### src/rtl/dmem_host_ctrl_if.sv
// Bundle of streams, memory-port and core-control signals between dmem_host_ctrl
// (master side) and its surroundings (slave side).
interface dmem_host_ctrl_if #(
  parameter int ADDR_W = 16,
  parameter int DATA_W = 16
);
  logic              go;
  logic [DATA_W-1:0] in_data;
  logic              in_valid;
  logic              in_ready;
  logic [DATA_W-1:0] out_data;
  logic              out_valid;
  logic              out_ready;
  logic [1:0]        addr_mux_select;
  logic [ADDR_W-1:0] dmem_addr;
  logic [DATA_W-1:0] dmem_wdata;
  logic              dmem_we;
  logic [DATA_W-1:0] dmem_rdata;
  logic              core_reset;
  logic              core_start;
  logic              core_end;
  logic              busy;
  logic              done;
  logic [31:0]       mult_cycles;
  logic [3:0]        state_dbg;

  modport master (
    input  go, in_data, in_valid, out_ready, dmem_rdata, core_end,
    output in_ready, out_data, out_valid, addr_mux_select, dmem_addr,
           dmem_wdata, dmem_we, core_reset, core_start, busy, done,
           mult_cycles, state_dbg
  );

  modport slave (
    output go, in_data, in_valid, out_ready, dmem_rdata, core_end,
    input  in_ready, out_data, out_valid, addr_mux_select, dmem_addr,
           dmem_wdata, dmem_we, core_reset, core_start, busy, done,
           mult_cycles, state_dbg
  );
endinterface

### src/rtl/dmem_host_ctrl.sv
// Host-side controller for top's data memory port: loads a word stream into
// dmem, pulses core reset/start, times the run, then dumps a result window.
module dmem_host_ctrl #(
  parameter int ADDR_W     = 16,
  parameter int DATA_W     = 16,
  parameter int LOAD_WORDS = 1000,
  parameter int DUMP_WORDS = 997
) (
  input  logic             clk,
  input  logic             RESET,
  dmem_host_ctrl_if.master bus
);

  localparam logic [3:0] S_IDLE     = 4'd0;
  localparam logic [3:0] S_LOAD     = 4'd1;
  localparam logic [3:0] S_CRST     = 4'd2;
  localparam logic [3:0] S_CGAP     = 4'd3;
  localparam logic [3:0] S_CSTART   = 4'd4;
  localparam logic [3:0] S_WAIT_END = 4'd5;
  localparam logic [3:0] S_RD_ADDR  = 4'd6;
  localparam logic [3:0] S_RD_WAIT  = 4'd7;
  localparam logic [3:0] S_RD_OUT   = 4'd8;
  localparam logic [3:0] S_DONE     = 4'd9;

  localparam logic [ADDR_W-1:0] LOAD_LAST = ADDR_W'(LOAD_WORDS - 1);
  localparam logic [ADDR_W:0]   DUMP_N    = (ADDR_W + 1)'(DUMP_WORDS);

  logic [3:0]        state_q, state_d;
  logic [ADDR_W-1:0] cnt_q, cnt_d, cnt_inc;
  logic              phase_q, phase_d;
  logic              load_fin_q, load_fin_d;
  logic [1:0]        mux_q, mux_d;
  logic [ADDR_W-1:0] addr_q, addr_d;
  logic [DATA_W-1:0] wdata_q, wdata_d;
  logic              we_q, we_d;
  logic [DATA_W-1:0] out_data_q, out_data_d;
  logic              out_valid_q, out_valid_d;
  logic              core_reset_q, core_reset_d;
  logic              core_start_q, core_start_d;
  logic              busy_q, busy_d;
  logic              done_q, done_d;
  logic [31:0]       mult_q, mult_d, mult_inc;
  logic              in_rdy;

  // Both streams use valid/ready: a word moves on a rising edge where valid and
  // ready are both high; a source holds valid and data stable until then.
  // in_ready drops as soon as the final load word is taken.
  assign in_rdy   = (state_q == S_LOAD) && !load_fin_q;
  assign cnt_inc  = cnt_q + ADDR_W'(1);
  assign mult_inc = (mult_q == 32'hFFFF_FFFF) ? mult_q : mult_q + 32'd1;

  always_comb begin
    state_d    = state_q;
    cnt_d      = cnt_q;
    phase_d    = 1'b0;
    load_fin_d = load_fin_q;
    addr_d     = addr_q;
    wdata_d    = wdata_q;
    we_d       = 1'b0;
    out_data_d = out_data_q;
    done_d     = done_q;
    mult_d     = mult_q;

    case (state_q)
      S_IDLE: begin
        if (bus.go) begin
          done_d     = 1'b0;
          mult_d     = '0;
          cnt_d      = '0;
          load_fin_d = 1'b0;
          state_d    = (LOAD_WORDS == 0) ? S_CRST : S_LOAD;
        end
      end
      S_LOAD: begin
        // The last write is still on the bus this cycle; leave once it lands.
        if (load_fin_q) begin
          load_fin_d = 1'b0;
          state_d    = S_CRST;
        end else if (bus.in_valid) begin
          addr_d  = cnt_q;
          wdata_d = bus.in_data;
          we_d    = 1'b1;
          cnt_d   = cnt_inc;
          if (cnt_q == LOAD_LAST) load_fin_d = 1'b1;
        end
      end
      S_CRST: begin
        if (phase_q) state_d = S_CGAP;
        else         phase_d = 1'b1;
      end
      S_CGAP: begin
        if (phase_q) state_d = S_CSTART;
        else         phase_d = 1'b1;
      end
      S_CSTART: begin
        mult_d  = mult_inc;
        state_d = S_WAIT_END;
      end
      S_WAIT_END: begin
        mult_d = mult_inc;
        if (bus.core_end) begin
          cnt_d   = '0;
          state_d = (DUMP_WORDS == 0) ? S_DONE : S_RD_ADDR;
        end
      end
      S_RD_ADDR: state_d = S_RD_WAIT;
      S_RD_WAIT: begin
        out_data_d = bus.dmem_rdata;
        state_d    = S_RD_OUT;
      end
      S_RD_OUT: begin
        if (bus.out_ready) begin
          cnt_d   = cnt_inc;
          state_d = ({1'b0, cnt_inc} < DUMP_N) ? S_RD_ADDR : S_DONE;
        end
      end
      S_DONE:  state_d = S_IDLE;
      default: state_d = S_IDLE;
    endcase

    // Registered outputs are decoded from the next state so they line up with it.
    if (state_d == S_RD_ADDR) addr_d = cnt_d;
    if (state_d == S_DONE)    done_d = 1'b1;
    case (state_d)
      S_LOAD:                        mux_d = 2'd1;
      S_RD_ADDR, S_RD_WAIT, S_RD_OUT: mux_d = 2'd2;
      default:                       mux_d = 2'd0;
    endcase
    out_valid_d  = (state_d == S_RD_OUT);
    core_reset_d = (state_d == S_CRST);
    core_start_d = (state_d == S_CSTART);
    busy_d       = (state_d != S_IDLE);
  end

  always_ff @(posedge clk or posedge RESET) begin
    if (RESET) begin
      state_q      <= S_IDLE;
      cnt_q        <= '0;
      phase_q      <= 1'b0;
      load_fin_q   <= 1'b0;
      mux_q        <= 2'd0;
      addr_q       <= '0;
      wdata_q      <= '0;
      we_q         <= 1'b0;
      out_data_q   <= '0;
      out_valid_q  <= 1'b0;
      core_reset_q <= 1'b0;
      core_start_q <= 1'b0;
      busy_q       <= 1'b0;
      done_q       <= 1'b0;
      mult_q       <= '0;
    end else begin
      state_q      <= state_d;
      cnt_q        <= cnt_d;
      phase_q      <= phase_d;
      load_fin_q   <= load_fin_d;
      mux_q        <= mux_d;
      addr_q       <= addr_d;
      wdata_q      <= wdata_d;
      we_q         <= we_d;
      out_data_q   <= out_data_d;
      out_valid_q  <= out_valid_d;
      core_reset_q <= core_reset_d;
      core_start_q <= core_start_d;
      busy_q       <= busy_d;
      done_q       <= done_d;
      mult_q       <= mult_d;
    end
  end

  assign bus.in_ready        = in_rdy;
  assign bus.out_data        = out_data_q;
  assign bus.out_valid       = out_valid_q;
  assign bus.addr_mux_select = mux_q;
  assign bus.dmem_addr       = addr_q;
  assign bus.dmem_wdata      = wdata_q;
  assign bus.dmem_we         = we_q;
  assign bus.core_reset      = core_reset_q;
  assign bus.core_start      = core_start_q;
  assign bus.busy            = busy_q;
  assign bus.done            = done_q;
  assign bus.mult_cycles     = mult_q;
  assign bus.state_dbg       = state_q;

endmodule

### src/flat_wrapper.sv
// flat-port wrapper written by rule: the top's interface ports become plain ports
module dmem_host_ctrl_flat 
#(
  parameter int ADDR_W     = 16,
  parameter int DATA_W     = 16,
  parameter int LOAD_WORDS = 1000,
  parameter int DUMP_WORDS = 997
)
  (clk, RESET, bus_go, bus_in_data, bus_in_valid, bus_out_ready, bus_dmem_rdata, bus_core_end, bus_in_ready, bus_out_data, bus_out_valid, bus_addr_mux_select, bus_dmem_addr, bus_dmem_wdata, bus_dmem_we, bus_core_reset, bus_core_start, bus_busy, bus_done, bus_mult_cycles, bus_state_dbg);
  dmem_host_ctrl_if #(.ADDR_W(ADDR_W), .DATA_W(DATA_W)) bus_i ();
  input  logic clk;
  input  logic RESET;
  input wire logic [$bits(bus_i.go)-1:0] bus_go;
  input wire logic [$bits(bus_i.in_data)-1:0] bus_in_data;
  input wire logic [$bits(bus_i.in_valid)-1:0] bus_in_valid;
  input wire logic [$bits(bus_i.out_ready)-1:0] bus_out_ready;
  input wire logic [$bits(bus_i.dmem_rdata)-1:0] bus_dmem_rdata;
  input wire logic [$bits(bus_i.core_end)-1:0] bus_core_end;
  output wire logic [$bits(bus_i.in_ready)-1:0] bus_in_ready;
  output wire logic [$bits(bus_i.out_data)-1:0] bus_out_data;
  output wire logic [$bits(bus_i.out_valid)-1:0] bus_out_valid;
  output wire logic [$bits(bus_i.addr_mux_select)-1:0] bus_addr_mux_select;
  output wire logic [$bits(bus_i.dmem_addr)-1:0] bus_dmem_addr;
  output wire logic [$bits(bus_i.dmem_wdata)-1:0] bus_dmem_wdata;
  output wire logic [$bits(bus_i.dmem_we)-1:0] bus_dmem_we;
  output wire logic [$bits(bus_i.core_reset)-1:0] bus_core_reset;
  output wire logic [$bits(bus_i.core_start)-1:0] bus_core_start;
  output wire logic [$bits(bus_i.busy)-1:0] bus_busy;
  output wire logic [$bits(bus_i.done)-1:0] bus_done;
  output wire logic [$bits(bus_i.mult_cycles)-1:0] bus_mult_cycles;
  output wire logic [$bits(bus_i.state_dbg)-1:0] bus_state_dbg;
  assign bus_i.go = bus_go;
  assign bus_i.in_data = bus_in_data;
  assign bus_i.in_valid = bus_in_valid;
  assign bus_i.out_ready = bus_out_ready;
  assign bus_i.dmem_rdata = bus_dmem_rdata;
  assign bus_i.core_end = bus_core_end;
  assign bus_in_ready = bus_i.in_ready;
  assign bus_out_data = bus_i.out_data;
  assign bus_out_valid = bus_i.out_valid;
  assign bus_addr_mux_select = bus_i.addr_mux_select;
  assign bus_dmem_addr = bus_i.dmem_addr;
  assign bus_dmem_wdata = bus_i.dmem_wdata;
  assign bus_dmem_we = bus_i.dmem_we;
  assign bus_core_reset = bus_i.core_reset;
  assign bus_core_start = bus_i.core_start;
  assign bus_busy = bus_i.busy;
  assign bus_done = bus_i.done;
  assign bus_mult_cycles = bus_i.mult_cycles;
  assign bus_state_dbg = bus_i.state_dbg;
  dmem_host_ctrl #(.ADDR_W(ADDR_W), .DATA_W(DATA_W), .LOAD_WORDS(LOAD_WORDS), .DUMP_WORDS(DUMP_WORDS)) u_core (.clk(clk), .RESET(RESET), .bus(bus_i));
endmodule
### config.mk
export PLATFORM = sky130hd
export DESIGN_NAME = dmem_host_ctrl_flat
export DESIGN_NICKNAME = d
export VERILOG_FILES = /design/src/rtl/dmem_host_ctrl_if.sv /design/src/rtl/dmem_host_ctrl.sv /design/src/flat_wrapper.sv
export SDC_FILE = /design/constraint.sdc
export NUM_CORES = 1
export LEC_CHECK = 0
export CORE_MARGIN = 2
export CORE_UTILIZATION = 50
export CTS_CLUSTER_DIAMETER = 50
export DETAILED_ROUTE_END_ITERATION = 7
export PLACE_DENSITY = 0.88
export SYNTH_ARGS = -nofsm -noshare
export SYNTH_HDL_FRONTEND = slang
export SYNTH_SLANG_ARGS = --single-unit
### constraint.sdc
create_clock -name clk -period 4.1 [get_ports clk]
set_clock_uncertainty 0.05 [all_clocks]
set_input_delay 0.615 -clock clk [delete_from_list [all_inputs] [get_ports clk]]
set_output_delay 0.615 -clock clk [all_outputs]
set_load 0.1 [all_outputs]
==> load_flow_metrics.sql <==
INSERT INTO impl_metrics (metric_group, metric, value, unit) VALUES
('placement', 'buffer_ports.inserted', '130', ''),
('cts', 'post-cts-setup-buffers', '0', ''),
('yosys', 'post-synth-top-area-fraction', '50.9', '%'),
('global_routing', 'antenna_violations_before_repair', '0', ''),
('layout', 'layout-area-overhead-vs-synth', '28.0', '%'),
('cts', 'ctsResizeCount', '0', ''),
('yosys', 'postSynth.asyncResetShare', '100', '%'),
('layout', 'ff_latch_area', '2750', 'sq um'),
('placement', 'number_of_placed_cells_counting_well_taps', '805', ''),
('yosys', 'synth-edff-count', '0', ''),
('global_routing', 'remaining_overflow_grt', '0', ''),
('worst_setup_path', 'critPathMaxStageDelay', '0.64', 'ns'),
('layout', 'layout_cell_share_with_drive_strength_beyond_1', '8.77', '%'),
('yosys', 'yosysUniqueCellTypes', '57', ''),
('floorplan', 'design.core.area', '10400', 'sq um'),
('floorplan', 'vertical_die_dimension', '108', 'microns'),
('yosys', 'count_of_mapped_cells_out_of_synthesis', '569', ''),
('global_routing', 'grt_max_degree', '63', ''),
('yosys', 'ys_seq_area_share', '50.9', '%'),
('route', 'final_routed_drc_violation_total', '0', ''),
('floorplan', 'io_pins', '131', ''),
('cts', 'clock_tree.buffer_depth', '2', ''),
('sta', 'fin_crit', '3.20', 'ns'),
('route', 'routed_wire_length_per_instance', '15.9', 'microns'),
('yosys', 'ff_latch_count_synth', '110', ''),
('route', 'dr.pass1.iters', '5', ''),
('layout', 'postLayoutCoreUtil', '66.5', '%'),
('layout', 'final_net_count', '721', ''),
('global_routing', 'global_route_wire_length_before_repair', '21600', 'microns'),
('power_and_ir_drop', 'vdd_drop_max', '0.330', 'mV'),
('power_and_ir_drop', 'power_per_cell_area', '419', 'nW/um^2'),
('route', 'routed_wirelength', '13000', 'microns'),
('cts', 'hold_buffers', '0', ''),
('yosys', 'synth_commonest_cells', '110 x dfrtp_1, 103 x nand2_1, 44 x nor2_1', ''),
('layout', 'final_cell_count_no_fill', '820', ''),
('cts', 'cts_sinks', '110', ''),
('cts', 'cts.clk_slew.worst_paths', '0.10', 'ns'),
('worst_setup_path', 'cp_startpoint_kind', 'register', ''),
('yosys', 'synthFlopType', 'dfrtp_1', ''),
('sta', 'max_freq', '0.313', 'GHz'),
('layout', 'multi_input_comb_area', '2460', 'sq um'),
('worst_setup_path', 'crit_slowest_cell', 'nand3_1', ''),
('power_and_ir_drop', 'power_leakage', '3.01', 'nW'),
('yosys', 'ys.warnings.count', '0', ''),
('route', 'viasPerCell', '5.68', ''),
('yosys', 'synth_area_leaders', 'dfrtp_1 51%, nand2_1 7.1%, mux2_2 5.0%', ''),
('worst_setup_path', 'crit_required', '4.32', 'ns'),
('sta', 'final_hold_viol_count', '0', ''),
('worst_setup_path', 'worstPathMaxFanout', '19', ''),
('sta', 'final_setup_vio_count', '0', ''),
('yosys', 'post-synth-top-count-cell', 'dfrtp_1', ''),
('placement', 'hpwl', '9380', 'microns'),
('min_path', 'hold_path_class', 'reg -> reg', ''),
('sta', 'grt_setup_unrepaired', 'no', ''),
('route', 'drt_first_iter_violations', '389', ''),
('floorplan', 'die_area', '11700', 'sq um'),
('global_routing', 'vias_in_the_first_global_route', '4448', ''),
('yosys', 'syn_nets', '610', ''),
('floorplan', 'fp-row-count', '37', ''),
('layout', 'final.fill_count', '790', ''),
('worst_setup_path', 'worst-endpoint-arrival', '3.41', 'ns'),
('yosys', 'synth_largest_area_cell', 'dfrtp_1', ''),
('placement', 'place.gp.congestion', '0.912', ''),
('sta', 'drv_slew', '0', ''),
('sta', 'timing_worst_slew_pin_value', '1.26', 'ns'),
('outcome', 'outcome', 'finished clean', ''),
('sta', 'finalSetupTns', '0', 'ns'),
('cts', 'number_of_clock_buffers_inserted_by_tritoncts', '9', ''),
('cts', 'cts_tree', 'yes', ''),
('worst_setup_path', 'timing.setup.critical_path_class', 'reg -> reg', ''),
('worst_setup_path', 'worst_path_cell_chain', 'nor3_1 > nand3_1 > buf_4 > inv_1 > nor2_1 > mux2_1 > a221oi_1', '');
critical path: cells and delay by family (launching register included):
kind,cells,cell delay [ns]
AND/OR/NAND/NOR,3,1.15
flip-flops,1,0.54
AO/OA/AOI/OAI,1,0.21
buffers and inverters,2,0.85
multiplexers,1,0.31
sequential cells by signal, summed over array words and instances (netlist names):
signal,count
u_core.load_fin_q,1
u_core.bus.dmem_we,1
u_core.bus.dmem_wdata,16
u_core.bus.out_valid,1
u_core.bus.mult_cycles,32
u_core.bus.out_data,16
u_core.bus.addr_mux_select,2
u_core.cnt_q,16
u_core.bus.busy,1
u_core.bus.done,1
u_core.bus.core_reset,1
u_core.phase_q,1
u_core.bus.state_dbg,4
u_core.bus.core_start,1
u_core.bus.dmem_addr,16
power by group:
| part | internal [mW] | switching, mW | total, mW |
|---|---|---|---|
| combinational | 0.269 | 0.769 | 1.04 |
| clock | 0.222 | 0.360 | 0.582 |
| sequential | 1.18 | 0.106 | 1.28 |
cells in the final DEF, fill, tap and decap left out, types with 11 or more instances in the layout:
cell / n
dfrtp_1: 110
nand4_1: 16
and2_1: 16
or3_1: 11
nand2_1: 103
mux2_2: 24
nor3_1: 14
o21ai_0: 40
a21oi_1: 15
nor2_1: 44
nand3_1: 25
clkdlybuf4s50_1: 129
xnor2_1: 13
area by class of cell:
cell class | instances | area share (%)
flip-flops and latches | 110 | 39.7
multi-input cells | 414 | 35.5
repair buffers | 134 | 19.2
well taps | 136 | 2.46
clock buffers | 9 | 1.79
clock inverters | 6 | 0.686
inverters | 11 | 0.632
through the flow:
step                      total power, mW  worst slack, ns  hold slack [ns]  cell area, sq um
after floorplan                      2.07            0.533            0.422              5410
after global placement               2.31            0.887            0.407              6760
after detailed placement             2.34            0.720            0.416              6760
after CTS                            2.92            0.939            0.442              6930
after global routing                 3.03            0.633            0.465              6930
final                                2.90            0.903            0.439              6930
kinds of logic (layout without fill, tap and decap cells):
family | after synthesis | count (layout) | synth area share [%]
simple gates | 273 | 273 | 24.7
flops | 110 | 110 | 50.9
compound gates | 85 | 85 | 9.78
buf+inv | 45 | 160 | 3.63
mux | 34 | 34 | 7.24
xor+xnor | 19 | 19 | 3.08
fa+ha+maj | 3 | 3 | 0.694
final timing paths:
path | startpoint | to | slack, ns | cells after the start
hold reg to reg | u_core.bus.dmem_wdata[12]$_DFFE_PP0P_ | u_core.bus.dmem_wdata[12]$_DFFE_PP0P_ | 0.44 | 2
setup / recovery | u_core.bus.state_dbg[2]$_DFF_PP0_ | u_core.bus.dmem_addr[0]$_DFFE_PP0P_ | 0.90 | 7
max in group asynchronous | RESET | u_core.bus.mult_cycles[26]$_DFFE_PP0P_ | 2.46 | 3
setup reg to reg | u_core.bus.state_dbg[2]$_DFF_PP0_ | u_core.bus.dmem_addr[0]$_DFFE_PP0P_ | 0.90 | 7
min in group asynchronous | RESET | u_core.bus.mult_cycles[5]$_DFFE_PP0P_ | 0.67 | 2
hold / removal | u_core.bus.dmem_wdata[12]$_DFFE_PP0P_ | u_core.bus.dmem_wdata[12]$_DFFE_PP0P_ | 0.44 | 2
per-layer routing:
metal | wire length, microns | up-vias | GRT usage (%) | share of wire [%]
li1 | - | 2205 | - | -
met1 | 5500 | 2235 | 30.5 | 42
met5 | 0 | - | 0 | 0
met4 | 127 | 0 | 6.59 | 0.98
met3 | 1220 | 10 | 6.21 | 9.4
met2 | 6150 | 205 | 38.1 | 47
(Power assumes the default switching activity.)
